**config.mk**
```make
export PLATFORM = sky130hd
export DESIGN_NAME = cpu_run_ctrl
export DESIGN_NICKNAME = d
export VERILOG_FILES = /design/src/rtl/cpu_run_ctrl.sv
export SDC_FILE = /design/constraint.sdc
export NUM_CORES = 1
export LEC_CHECK = 0
export ABC_AREA = 1
export CAP_MARGIN = 10
export CORE_ASPECT_RATIO = 0.9
export CORE_MARGIN = 2
export CORE_UTILIZATION = 50
export DETAILED_ROUTE_END_ITERATION = 7
export PLACE_DENSITY = 0.8
export SLEW_MARGIN = 20
export SYNTH_ARGS = -nofsm -noshare
export SYNTH_HDL_FRONTEND = slang
export SYNTH_SLANG_ARGS = --single-unit
```
**constraint.sdc**
```tcl
create_clock -name clk -period 2.2 [get_ports clk]
set_input_delay 0.44 -clock clk [delete_from_list [all_inputs] [get_ports clk]]
set_output_delay 0.44 -clock clk [all_outputs]
set_load 0.02 [all_outputs]
```
**src/rtl/cpu_run_ctrl.sv**
```systemverilog
// rtl/cpu_run_ctrl.sv - single-clock CPU run controller (IDLE/RUN/PAUSE/STEP/DONE); RUN_CTRL_BP_EN adds the fetch breakpoint
module cpu_run_ctrl #(
    parameter int unsigned DIV       = 25'd16777216,
    parameter int unsigned DB_CYCLES = 20'd500000,
    parameter logic [4:0]  HALT_OP   = 5'b00001
) (
    input  logic        clk,
    input  logic        reset,
    input  logic        start_sw,
    input  logic        run_sw,
    input  logic        step_btn,
    input  logic        bp_en,
    input  logic [7:0]  bp_addr,
    input  logic [7:0]  i_addr,
    input  logic [15:0] instruction,
    output logic        cpu_en,
    output logic        cpu_start,
    output logic [2:0]  state,
    output logic [15:0] cycle_cnt
);
    localparam int DIV_W = (DIV > 1) ? $clog2(DIV) : 1;
    localparam int DB_W  = (DB_CYCLES > 1) ? $clog2(DB_CYCLES) : 1;
    localparam logic [DIV_W-1:0] DIV_LAST = DIV_W'(DIV - 1);
    localparam logic [DB_W-1:0]  DB_LAST  = DB_W'(DB_CYCLES - 1);

    typedef enum logic [2:0] {
        S_IDLE  = 3'd0,
        S_RUN   = 3'd1,
        S_PAUSE = 3'd2,
        S_STEP  = 3'd3,
        S_DONE  = 3'd4
    } state_t;

    state_t           state_q, state_d;
    logic             start_s1, start_s2, start_q;
    logic             run_s1, run_s2;
    logic             step_s1, step_s2;
    logic [DB_W-1:0]  db_cnt;
    logic             db_level, db_level_q;
    logic [DIV_W-1:0] div_cnt;
    logic [15:0]      cnt_q, cnt_d;
    logic             start_edge, step_evt, halt_hit, bp_hit, tick;
    logic             en_d, set_skip;
    logic             unused_instr;

    always_ff @(posedge clk) begin
        if (reset) begin
            {start_s1, start_s2, start_q} <= 3'b000;
            {run_s1, run_s2}              <= 2'b00;
            {step_s1, step_s2}            <= 2'b00;
        end else begin
            {start_s1, start_s2, start_q} <= {start_sw, start_s1, start_s2};
            {run_s1, run_s2}              <= {run_sw, run_s1};
            {step_s1, step_s2}            <= {step_btn, step_s1};
        end
    end

    // Button level flips only after DB_CYCLES consecutive differing samples
    always_ff @(posedge clk) begin
        if (reset) begin
            db_cnt     <= '0;
            db_level   <= 1'b0;
            db_level_q <= 1'b0;
        end else begin
            db_level_q <= db_level;
            if (step_s2 == db_level) begin
                db_cnt <= '0;
            end else if (db_cnt == DB_LAST) begin
                db_level <= step_s2;
                db_cnt   <= '0;
            end else begin
                db_cnt <= db_cnt + 1'b1;
            end
        end
    end

    assign start_edge   = start_s2 & ~start_q;
    assign step_evt     = db_level & ~db_level_q;
    assign halt_hit     = (instruction[15:11] == HALT_OP);
    assign tick         = (state_q == S_RUN) && (div_cnt == DIV_LAST);
    assign unused_instr = ^instruction[10:0];

`ifdef RUN_CTRL_BP_EN
    logic bp_skip;

    assign bp_hit = bp_en && (i_addr == bp_addr) && !bp_skip;

    // Lets execution step off the breakpoint address it is parked on
    always_ff @(posedge clk) begin
        if (reset) bp_skip <= 1'b0;
        else if (set_skip) bp_skip <= 1'b1;
        else if (en_d) bp_skip <= 1'b0;
    end
`else
    logic unused_bp;

    assign bp_hit    = 1'b0;
    assign unused_bp = ^{bp_en, bp_addr, i_addr, set_skip};
`endif

    always_comb begin
        state_d  = state_q;
        en_d     = 1'b0;
        set_skip = 1'b0;
        case (state_q)
            S_IDLE: begin
                if (start_edge) state_d = run_s2 ? S_RUN : S_PAUSE;
            end
            S_RUN: begin
                if (halt_hit) state_d = S_DONE;
                else if (bp_hit || !run_s2) state_d = S_PAUSE;
                else en_d = tick;
            end
            S_PAUSE: begin
                if (halt_hit) begin
                    state_d = S_DONE;
                end else if (run_s2) begin
                    state_d  = S_RUN;
                    set_skip = 1'b1;
                end else if (step_evt) begin
                    state_d  = S_STEP;
                    set_skip = 1'b1;
                end
            end
            S_STEP: begin
                en_d    = 1'b1;
                state_d = S_PAUSE;
            end
            S_DONE:  state_d = S_DONE;
            default: state_d = S_IDLE;
        endcase
    end

    always_comb begin
        cnt_d = cnt_q;
        if (en_d && cnt_q != 16'hFFFF) cnt_d = cnt_q + 16'd1;
    end

    always_ff @(posedge clk) begin
        if (reset) begin
            state_q   <= S_IDLE;
            cpu_en    <= 1'b0;
            cpu_start <= 1'b0;
            div_cnt   <= '0;
            cnt_q     <= '0;
        end else begin
            state_q <= state_d;
            cpu_en  <= en_d;
            cnt_q   <= cnt_d;
            if (state_q == S_IDLE && start_edge) cpu_start <= 1'b1;
            // Divider restarts from zero on every RUN entry
            if (state_q == S_RUN && state_d == S_RUN) div_cnt <= tick ? '0 : div_cnt + 1'b1;
            else div_cnt <= '0;
        end
    end

    assign state     = state_q;
    assign cycle_cnt = cnt_q;

endmodule

```
==> results of run 1 <==
## final cells by class
| class | count | area (um2) |
|---|---|---|
| Timing Repair Buffer | 33 | 335 |
| Fill cell | 673 | 3040 |
| Sequential cell | 73 | 1460 |
| Multi-Input combinational cell | 381 | 2030 |
| Clock buffer | 9 | 124 |
| Clock inverter | 7 | 119 |
| Tap cell | 96 | 120 |
| Inverter | 66 | 248 |
## layer usage
metal,wire [um],track usage (%),vias up
met2,3760,34.7,78
met5,0,0,-
met3,335,5.30,10
met1,3700,26.3,1594
li1,-,-,1781
met4,80,5.97,0
## flip-flops by register name, summed over array words and instances (netlist names)
register,cells
run_s2,1
start_s1,1
start_q,1
cpu_en,1
cycle_cnt,16
run_s1,1
db_level_q,1
div_cnt,24
step_s1,1
start_s2,1
db_cnt,19
state,3
step_s2,1
cpu_start,1
db_level,1
## Yosys cell counts (2+ instances only)
cell        n
a21oi_1    30
nand4_1    15
nor3_1     19
ha_1        3
nor2_2      5
nand2_1   109
buf_1       2
dfxtp_1    73
nor4_1      4
nor2_1     79
nand2_4     3
nor3b_1     5
inv_1      57
nor2_4      4
inv_2       9
xor2_1     11
a21oi_2     6
nor2_8      2
nand3_2     3
o21ai_0    10
nor3_2      3
a31oi_1     2
or2_2       3
nand3b_1    3
xnor2_1    11
buf_2       4
nand3_1    39
nand2_2     4
## cell families (layout without fill, tap and decap cells)
family | Yosys count | count (layout) | synth area share [%]
AO/OA/AOI/OAI | 51 | 51 | 7.63
buffers and inverters | 75 | 115 | 8.26
flip-flops | 73 | 73 | 38.4
AND/OR/NAND/NOR | 305 | 305 | 39.6
adder cells (fa/ha/maj) | 3 | 3 | 0.987
XOR/XNOR | 22 | 22 | 5.07
## final timing paths
| check | cells after the start | to |
|---|---|---|
| setup / recovery | 8 | db_cnt[11] |
| hold / removal | 2 | step_s2 |
| setup reg to reg | 8 | db_cnt[11] |
| hold reg to reg | 2 | step_s2 |
## worst min-delay path, stage by stage (launching register included)
cell     delay (ps)
dfxtp_1         310
inv_1            40
nor2_1           30
## stage by stage
stage               utilization (%)  hold slack [ps]  instances
floorplan                         -              388        529
global placement               56.1              390        649
detailed placement             56.1              397        649
CTS                            59.4              413        665
global route                   59.4              432        665
finish                         59.4              411        665
## power groups by stage
| stage | registers [mW] | clock network, mW | logic (mW) |
|---|---|---|---|
| 4_1_cts | 1.34 | 1.29 | 0.0965 |
| 5_1_grt | 1.34 | 1.34 | 0.108 |
| 6_report | 1.34 | 1.26 | 0.0969 |
| 3_3_place_gp | 1.37 | 0 | 0.0945 |
| 3_5_place_dp | 1.37 | 0 | 0.0962 |
| 2_1_floorplan | 1.38 | 0 | 0.0521 |
==> key figures, run 1 <==
Run status
  – Outcome: completed

CTS
  – Hold Buf Count CTS: 0
  – Clock slew at reported path FFs: 80 ps
  – Setup Fix Bufs, Post-CTS: 0
  – Clock latency at the later pin of the worst-skew pair: 340 ps
  – CTS Buf Count: 9
  – TritonCTS clock tree: built
  – H-tree depth: 3
  – Post-CTS resize count: 0
  – Clock tree buffer depth: 2
  – Root Buffer: clkbuf_8
  – Clock sink count: 73

Floorplanning
  – Die extent in x: 95.9 um
  – Initial Util: 50.9%
  – Core area: 7470 um2
  – Die Area: 8320 um2
  – IO Pins: 59
  – # rows: 30
  – Die Height: 86.7 um

Synthesis
  – Synth async-reset ratio: 0%
  – Cell accounting for the most synthesized area: dfxtp_1
  – Avg Cell Area, Syn: 7.19 um2
  – Top post-synthesis cells by area: dfxtp_1 38%, nand2_1 11%, nor2_1 7.8%, inv_1 5.6%, nand3_1 5.1%
  – Synth top area share: 38.4%
  – Syn Nets: 570
  – Seq cells post-synth: 73
  – Primary FF master, synth: dfxtp_1
  – Seq/Total Area, Yosys: 38.4%
  – Syn. warnings: 0
  – Gate Count Post-Synth: 529
  – Synth unique cells: 39
  – Number of synthesized flops with an enable pin: 0
  – Area of the mapped netlist: 3800 um2

Worst setup path
  – CP Capture Type: register
  – CP Max Fanout: 17
  – Critical path, cell by cell: ha_1 -> nand2_1 -> inv_2 -> nand2_1 -> nor4_2 -> nand3_1 -> nand2_2 -> nor2_1
  – Setup crit start: db_cnt[0]
  – Slowest stage cell on the critical path: dfxtp_1
  – Most frequent CP cell: nand2_1
  – Worst Path Arrival: 2160 ps
  – Critical R2R Launch: db_cnt[0]
  – Critical path launch point type: register
  – CP required: 2420 ps
  – CP Buf/Inv Count: 1
  – Largest stage delay, worst path: 410 ps
  – Worst R2R Setup Slack: 250 ps
  – Crit path max-delay family: simple AND/OR/NAND/NOR gates
  – CP Class: register to register

Hold path
  – Worst Hold Class: register to register
  – Hold wc startpoint: step_s1

Pwr
  – Leak: 1.51 nW
  – Sw Ratio: 21.3%
  – Combinational power share: 3.6%
  – Clock group share of total power: 46.7%
  – Pwr dens: 609 nW/um2
  – Tot Pwr: 2.70 mW
  – Max IR drop VDD: 0.000389 V
  – Sequential power share: 49.7%
  – Cell internal pwr: 2.13 mW
  – Sw power: 0.574 mW

Final layout
  – Most frequent cells in the layout: 109 x nand2_1, 79 x nor2_1, 73 x dfxtp_1
  – Nets@finish: 605
  – Design area: 4430 um2
  – Area Overhead vs Synth: 16.6%
  – Antenna Cells: 0
  – Commonest non-fill, non-tap cell in the layout: nand2_1
  – Layout cell share with drive strength beyond 1: 11.4%

Place
  – Placed cell areas: 4190 um2
  – Dpl hpwl: 5680 um
  – Worst slack, placed: 201 ps
  – Port-buffer cells: 30
  – GP Congestion: 0.867

STA
  – # setup viols final: 0
  – Final setup TNS: 0 ps
  – Final setup margin: 254 ps
  – Crit path time final: 1950 ps
  – Slew margin rel.: 69.5%
  – Count of pins over their slew limit: 0
  – FMAX: 514 MHz
  – Worst-margin pin slew: 454 ps
  – Period utilization: 88.4%
  – RSZ-0062 raised after global routing: no
  – Clock skew: 9.82 ps
  – Final hold violation count: 0

Routing
  – Router iterations before antenna repair: 4
  – ANT nets after route: 0
  – Drt via density: 5.21
  – Wire per inst: 11.8 um
  – Post-Route WL: 7880 um
  – Initial DRC count: 157
  – Vias: 3,463
  – DRC Markers: 0

Global routing
  – Vias in the first global route: 3,180
  – All-layer global routing usage: 20.7%
  – Initial antenna violation count: 0
  – Largest net degree at the start of global routing: 28
  – First-pass GRT wire length: 13,900 um
  – Global route overflow: 0

Job
  – Max-cap violations: 0
(Power assumes the default switching activity.)
==> run 2: changes to the inputs <==
- CORE_MARGIN: 2 -> unset
- CORE_UTILIZATION: 50 -> 49
- PLACE_DENSITY: 0.8 -> unset
- PLACE_DENSITY_LB_ADDON: unset -> 0.15
- clock period: 2.2 -> 1.6 ns (I/O delays scaled with it)
==> run 2 against run 1 <==
- clock-buffer cell count stayed put
- wire length is 12% higher
- hold slack better by 6.2 ps
- die area is 2.4% lower
- utilization is 5.6 points higher
- register-to-register slack worse by 250 ps
==> key figures, run 2 (synthesized netlist as in run 1, its figures left out) <==
CTS
  – Clock sink count: 73
  – TritonCTS clock tree: built
  – H-tree depth: 3
  – Clock latency at the later pin of the worst-skew pair: 340 ps
  – Clock slew at reported path FFs: 80 ps
  – CTS Buf Count: 9
  – Root Buffer: clkbuf_8
  – Hold Buf Count CTS: 0
  – Clock tree buffer depth: 2

Pwr
  – Leak: 1.89 nW
  – Pwr dens: 696 nW/um2
  – Sw power: 0.802 mW
  – Sw Ratio: 23.5%
  – Max IR drop VDD: 0.000496 V
  – Tot Pwr: 3.41 mW
  – Sequential power share: 53.9%
  – Cell internal pwr: 2.61 mW
  – Combinational power share: 4.3%
  – Clock group share of total power: 41.8%

Place
  – Placed cell areas: 4530 um2
  – GP Congestion: 0.924
  – Port-buffer cells: 30
  – Placed Cells: 689
  – Dpl hpwl: 6350 um
  – Worst slack, placed: -244 ps

Worst setup path
  – CP required: 1870 ps
  – CP Class: register to register
  – Slowest stage cell on the critical path: dfxtp_1
  – CP Max Fanout: 7
  – Critical path launch point type: register
  – CP Capture Type: register
  – Worst Path Arrival: 1860 ps
  – Largest stage delay, worst path: 360 ps
  – Crit path max-delay family: simple AND/OR/NAND/NOR gates
  – CP Buf/Inv Count: 1
  – Critical path, cell by cell: nand2_1 -> nor2_2 -> nand2_2 -> nor2_8 -> nand3_4 -> nand2_8 -> buf_12 -> nand3_1 -> a21oi_2

Routing
  – ANT nets after route: 0
  – DRC Markers: 0
  – Router iterations before antenna repair: 4
  – Post-Route WL: 8810 um
  – Wire per inst: 12.4 um
  – Vias: 3,653
  – Initial DRC count: 174
  – Drt via density: 5.13

Job
  – Max-cap violations: 0

STA
  – Final hold violation count: 0
  – Final setup TNS: 0 ps
  – Count of pins over their slew limit: 0
  – Final setup margin: 9.10 ps
  – Clock skew: 8.43 ps
  – Period utilization: 99.4%
  – Worst hold margin: 417 ps
  – # setup viols final: 0
  – RSZ-0062 raised after global routing: yes
  – Worst-margin pin slew: 444 ps
  – Crit path time final: 1590 ps
  – FMAX: 629 MHz
  – Slew margin rel.: 70.2%

Final layout
  – Final non-filler cell total: 712
  – Layout cell share with drive strength beyond 1: 22.6%
  – Commonest non-fill, non-tap cell in the layout: nand2_1
  – Most frequent cells in the layout: 103 x nand2_1, 77 x nor2_1, 63 x dfxtp_1
  – Antenna Cells: 0
  – Nets@finish: 652
  – Design area: 4900 um2
  – Reg with most FFs: div_cnt
  – Fill cells: 680
  – Final design utilization: 64.9%
  – Area Overhead vs Synth: 28.9%
  – Largest register FFs: 24

Global routing
  – Vias in the first global route: 3,261
  – First-pass GRT wire length: 14,400 um
  – All-layer global routing usage: 22.5%
  – Initial antenna violation count: 0
  – Global route overflow: 0
  – Largest net degree at the start of global routing: 28

Floorplanning
  – Initial Util: 50.4%
  – Core area: 7540 um2
  – Die Height: 85.6 um
  – Die extent in x: 94.9 um
  – # rows: 30
  – Die Area: 8120 um2
  – IO Pins: 59

Hold path
  – Worst Hold Class: register to register

Run status
  – Outcome: completed
run 2: worst register-to-register path: cells and delay by family, from the launching register on:
family                 cells  cell delay (ps)
and+or+nand+nor            7              870
DFF                        1              360
AOI/OAI and AO/OA          1              160
buffers and inverters      1              130
run 2: layout make-up:
type / instances / area [um2] / share of cell area [%]
Inverter: 66 / 248 / 5.06
Tap cell: 96 / 120 / 2.45
Multi-Input combinational cell: 381 / 2160 / 44.0
Sequential cell: 73 / 1480 / 30.2
Timing Repair Buffer: 80 / 702 / 14.3
Clock inverter: 7 / 71.3 / 1.46
Clock buffer: 9 / 124 / 2.53
run 2: repair_timing:
item / 4_1_cts / 5_1_grt
setup endpoints to repair: 42 / 44
cloned: 0 / 1
buffers inserted: 1 / 5
pin swaps: 5 / 10
resized for setup: 31 / 29
run 2: worst paths after layout:
path                                  start      endpoint  slack [ps]  cells past startpoint
worst max-delay path            div_cnt[11]  cycle_cnt[0]           9                      9
worst min-delay path               start_s1      start_s2         420                      2
worst min register to register     start_s1      start_s2         420                      2
worst max register to register  div_cnt[11]  cycle_cnt[0]           9                      9
run 2: metal layers:
| metal | vias up | GRT usage (%) | wire length, um |
|---|---|---|---|
| met2 | 93 | 37.3 | 4180 |
| met1 | 1668 | 28.6 | 4050 |
| li1 | 1882 | - | - |
| met4 | 0 | 5.65 | 106 |
| met3 | 10 | 6.47 | 473 |
| met5 | - | 0 | 0 |
run 2: power groups by stage:
stage               Sequential (mW)  Clock, mW  Combinational (mW)
floorplan                      1.89          0              0.0721
global placement               1.89          0               0.147
detailed placement             1.89          0               0.149
CTS                            1.84       1.46               0.145
global route                   1.84       1.54               0.162
finish                         1.84       1.42               0.147
==> run 3: changes to the inputs <==
- CORE_ASPECT_RATIO: 0.9 -> 0.75
==> run 3 against run 2 <==
- the flow now finishes with violations (negative setup slack)
- hold slack got worse by 14 ps
- clock-buffer cell count rose by 1
- first-iteration DRC count fell by 5.2%
- combinational power rose by 7%
- sequential cell count did not move
- critical endpoint is now div_cnt[20]
==> key figures, run 3 (synthesized netlist as in run 1, its figures left out) <==
Global routing
  – All-layer global routing usage: 22.8%
  – Vias in the first global route: 3,274
  – Global route overflow: 0
  – First-pass GRT wire length: 15,000 um
  – Largest net degree at the start of global routing: 28
  – Initial antenna violation count: 0

Final layout
  – Area Overhead vs Synth: 36.7%
  – Largest register FFs: 24
  – Layout cell share with drive strength beyond 1: 29.4%
  – Most frequent cells in the layout: 100 x nand2_1, 67 x nor2_1, 63 x dfxtp_1
  – Final non-filler cell total: 723
  – Fill cells: 622
  – Nets@finish: 659
  – Antenna Cells: 0
  – Design area: 5200 um2
  – Reg with most FFs: div_cnt
  – Commonest non-fill, non-tap cell in the layout: nand2_1

STA
  – # setup viols final: 6
  – Final setup margin: -37.4 ps
  – Count of pins over their slew limit: 0
  – Final hold violation count: 0
  – Slew margin rel.: 69.5%
  – FMAX: 611 MHz
  – Period utilization: 102%
  – Crit path time final: 1640 ps
  – RSZ-0062 raised after global routing: yes
  – Clock skew: 10.3 ps
  – Worst-margin pin slew: 454 ps

Place
  – Placed Cells: 699
  – Dpl hpwl: 6290 um
  – Port-buffer cells: 30
  – Placed cell areas: 4560 um2
  – GP Congestion: 0.883

Pwr
  – Cell internal pwr: 2.81 mW
  – Sequential power share: 51.0%
  – Sw Ratio: 22.3%
  – Max IR drop VDD: 0.000586 V
  – Tot Pwr: 3.61 mW
  – Combinational power share: 4.3%
  – Sw power: 0.804 mW
  – Clock group share of total power: 44.7%
  – Pwr dens: 695 nW/um2
  – Leak: 1.96 nW

Routing
  – ANT nets after route: 0
  – Router iterations before antenna repair: 5
  – Drt via density: 5.18
  – Wire per inst: 13.2 um
  – Highest routing layer actually used: met4
  – Initial DRC count: 165
  – Met3 wire len: 680 um
  – Vias: 3,744
  – Met1 WL: 4560 um
  – Metal2 WL: 4190 um
  – Post-Route WL: 9570 um
  – DRC Markers: 0

Worst setup path
  – CP required: 1890 ps
  – Worst Path Arrival: 1930 ps
  – CP Capture Type: register
  – CP Class: register to register
  – CP Max Fanout: 3
  – Critical path launch point type: register

Run status
  – Failing checks: negative setup slack
  – Outcome: complete, but fails checks

Floorplanning
  – Initial Util: 51.2%
  – Die Area: 8120 um2
  – Die extent in x: 104 um
  – Die Height: 78.3 um
  – # rows: 27
  – IO Pins: 59
  – Core area: 7430 um2

CTS
  – Clock tree buffer depth: 2
  – CTS Buf Count: 9
  – Root Buffer: clkbuf_8
  – TritonCTS clock tree: built
  – Hold Buf Count CTS: 0
  – H-tree depth: 3
  – Clock latency at the later pin of the worst-skew pair: 360 ps
  – Clock sink count: 73
  – Clock slew at reported path FFs: 80 ps

Hold path
  – Worst Hold Class: register to register

Job
  – Max-cap violations: 0
[run 3: what timing repair did]
action                                 CTS  global route
gates resized for setup                 33            70
setup endpoints to repair               49            60
buffers inserted                         2             2
cloned                                   1             4
pin swaps                                4            33
endpoints found under the hold margin    0             0
[run 3: power by group through the flow]
stage | sequential [mW] | combinational, mW | clock, mW
global placement | 1.88 | 0.148 | 0
floorplan | 1.89 | 0.0721 | 0
detailed placement | 1.88 | 0.150 | 0
finish | 1.84 | 0.157 | 1.61
global route | 1.84 | 0.173 | 1.72
CTS | 1.84 | 0.146 | 1.64
[run 3: cell type report]
| type | count | area (um2) | area share, % |
|---|---|---|---|
| clock inverter | 5 | 80.1 | 1.54 |
| multi-input combinational | 383 | 2350 | 45.3 |
| timing repair buffer | 85 | 777 | 15.0 |
| tap | 101 | 126 | 2.43 |
| sequential | 73 | 1470 | 28.4 |
| clock buffer | 10 | 138 | 2.65 |
| inverter | 66 | 248 | 4.77 |
[run 3: per-stage QoR]
| step | setup WS, ps | setup TNS, ps | hold WS, ps | utilization, % |
|---|---|---|---|---|
| finish | -37.4 | -88.9 | 403 | 69.9 |
| global route | -164 | -2880 | 424 | 69.9 |
| CTS | 7.19 | 0 | 405 | 64.8 |
| detailed placement | -212 | -6730 | 395 | 61.3 |
| global placement | -180 | -5090 | 393 | 61.3 |
| floorplan | 3.60 | 0 | 388 | - |
[run 3: metal layers]
metal	track usage, %	vias to the layer above
li1	-	1892
met1	32.3	1710
met2	34.6	125
met3	5.65	17
met4	6.14	0
met5	0	-
[run 3: path summary, 6_finish.rpt]
check	startpoint	endpoint	slack, ps	depth (start not counted)
worst max-delay path	div_cnt[0]	div_cnt[20]	-40	8
worst min-delay path	step_s1	step_s2	400	2
worst max register to register	div_cnt[0]	div_cnt[20]	-40	8
worst min register to register	step_s1	step_s2	400	2
[run 3: worst max-delay path, stage by stage (launching register included)]
cell     delay [ps]
dfxtp_2         350
ha_4            150
nand2_4          50
nor2_4          140
buf_6           120
nand4_1         230
nor2_2          260
nand4_1         140
a21oi_2         130
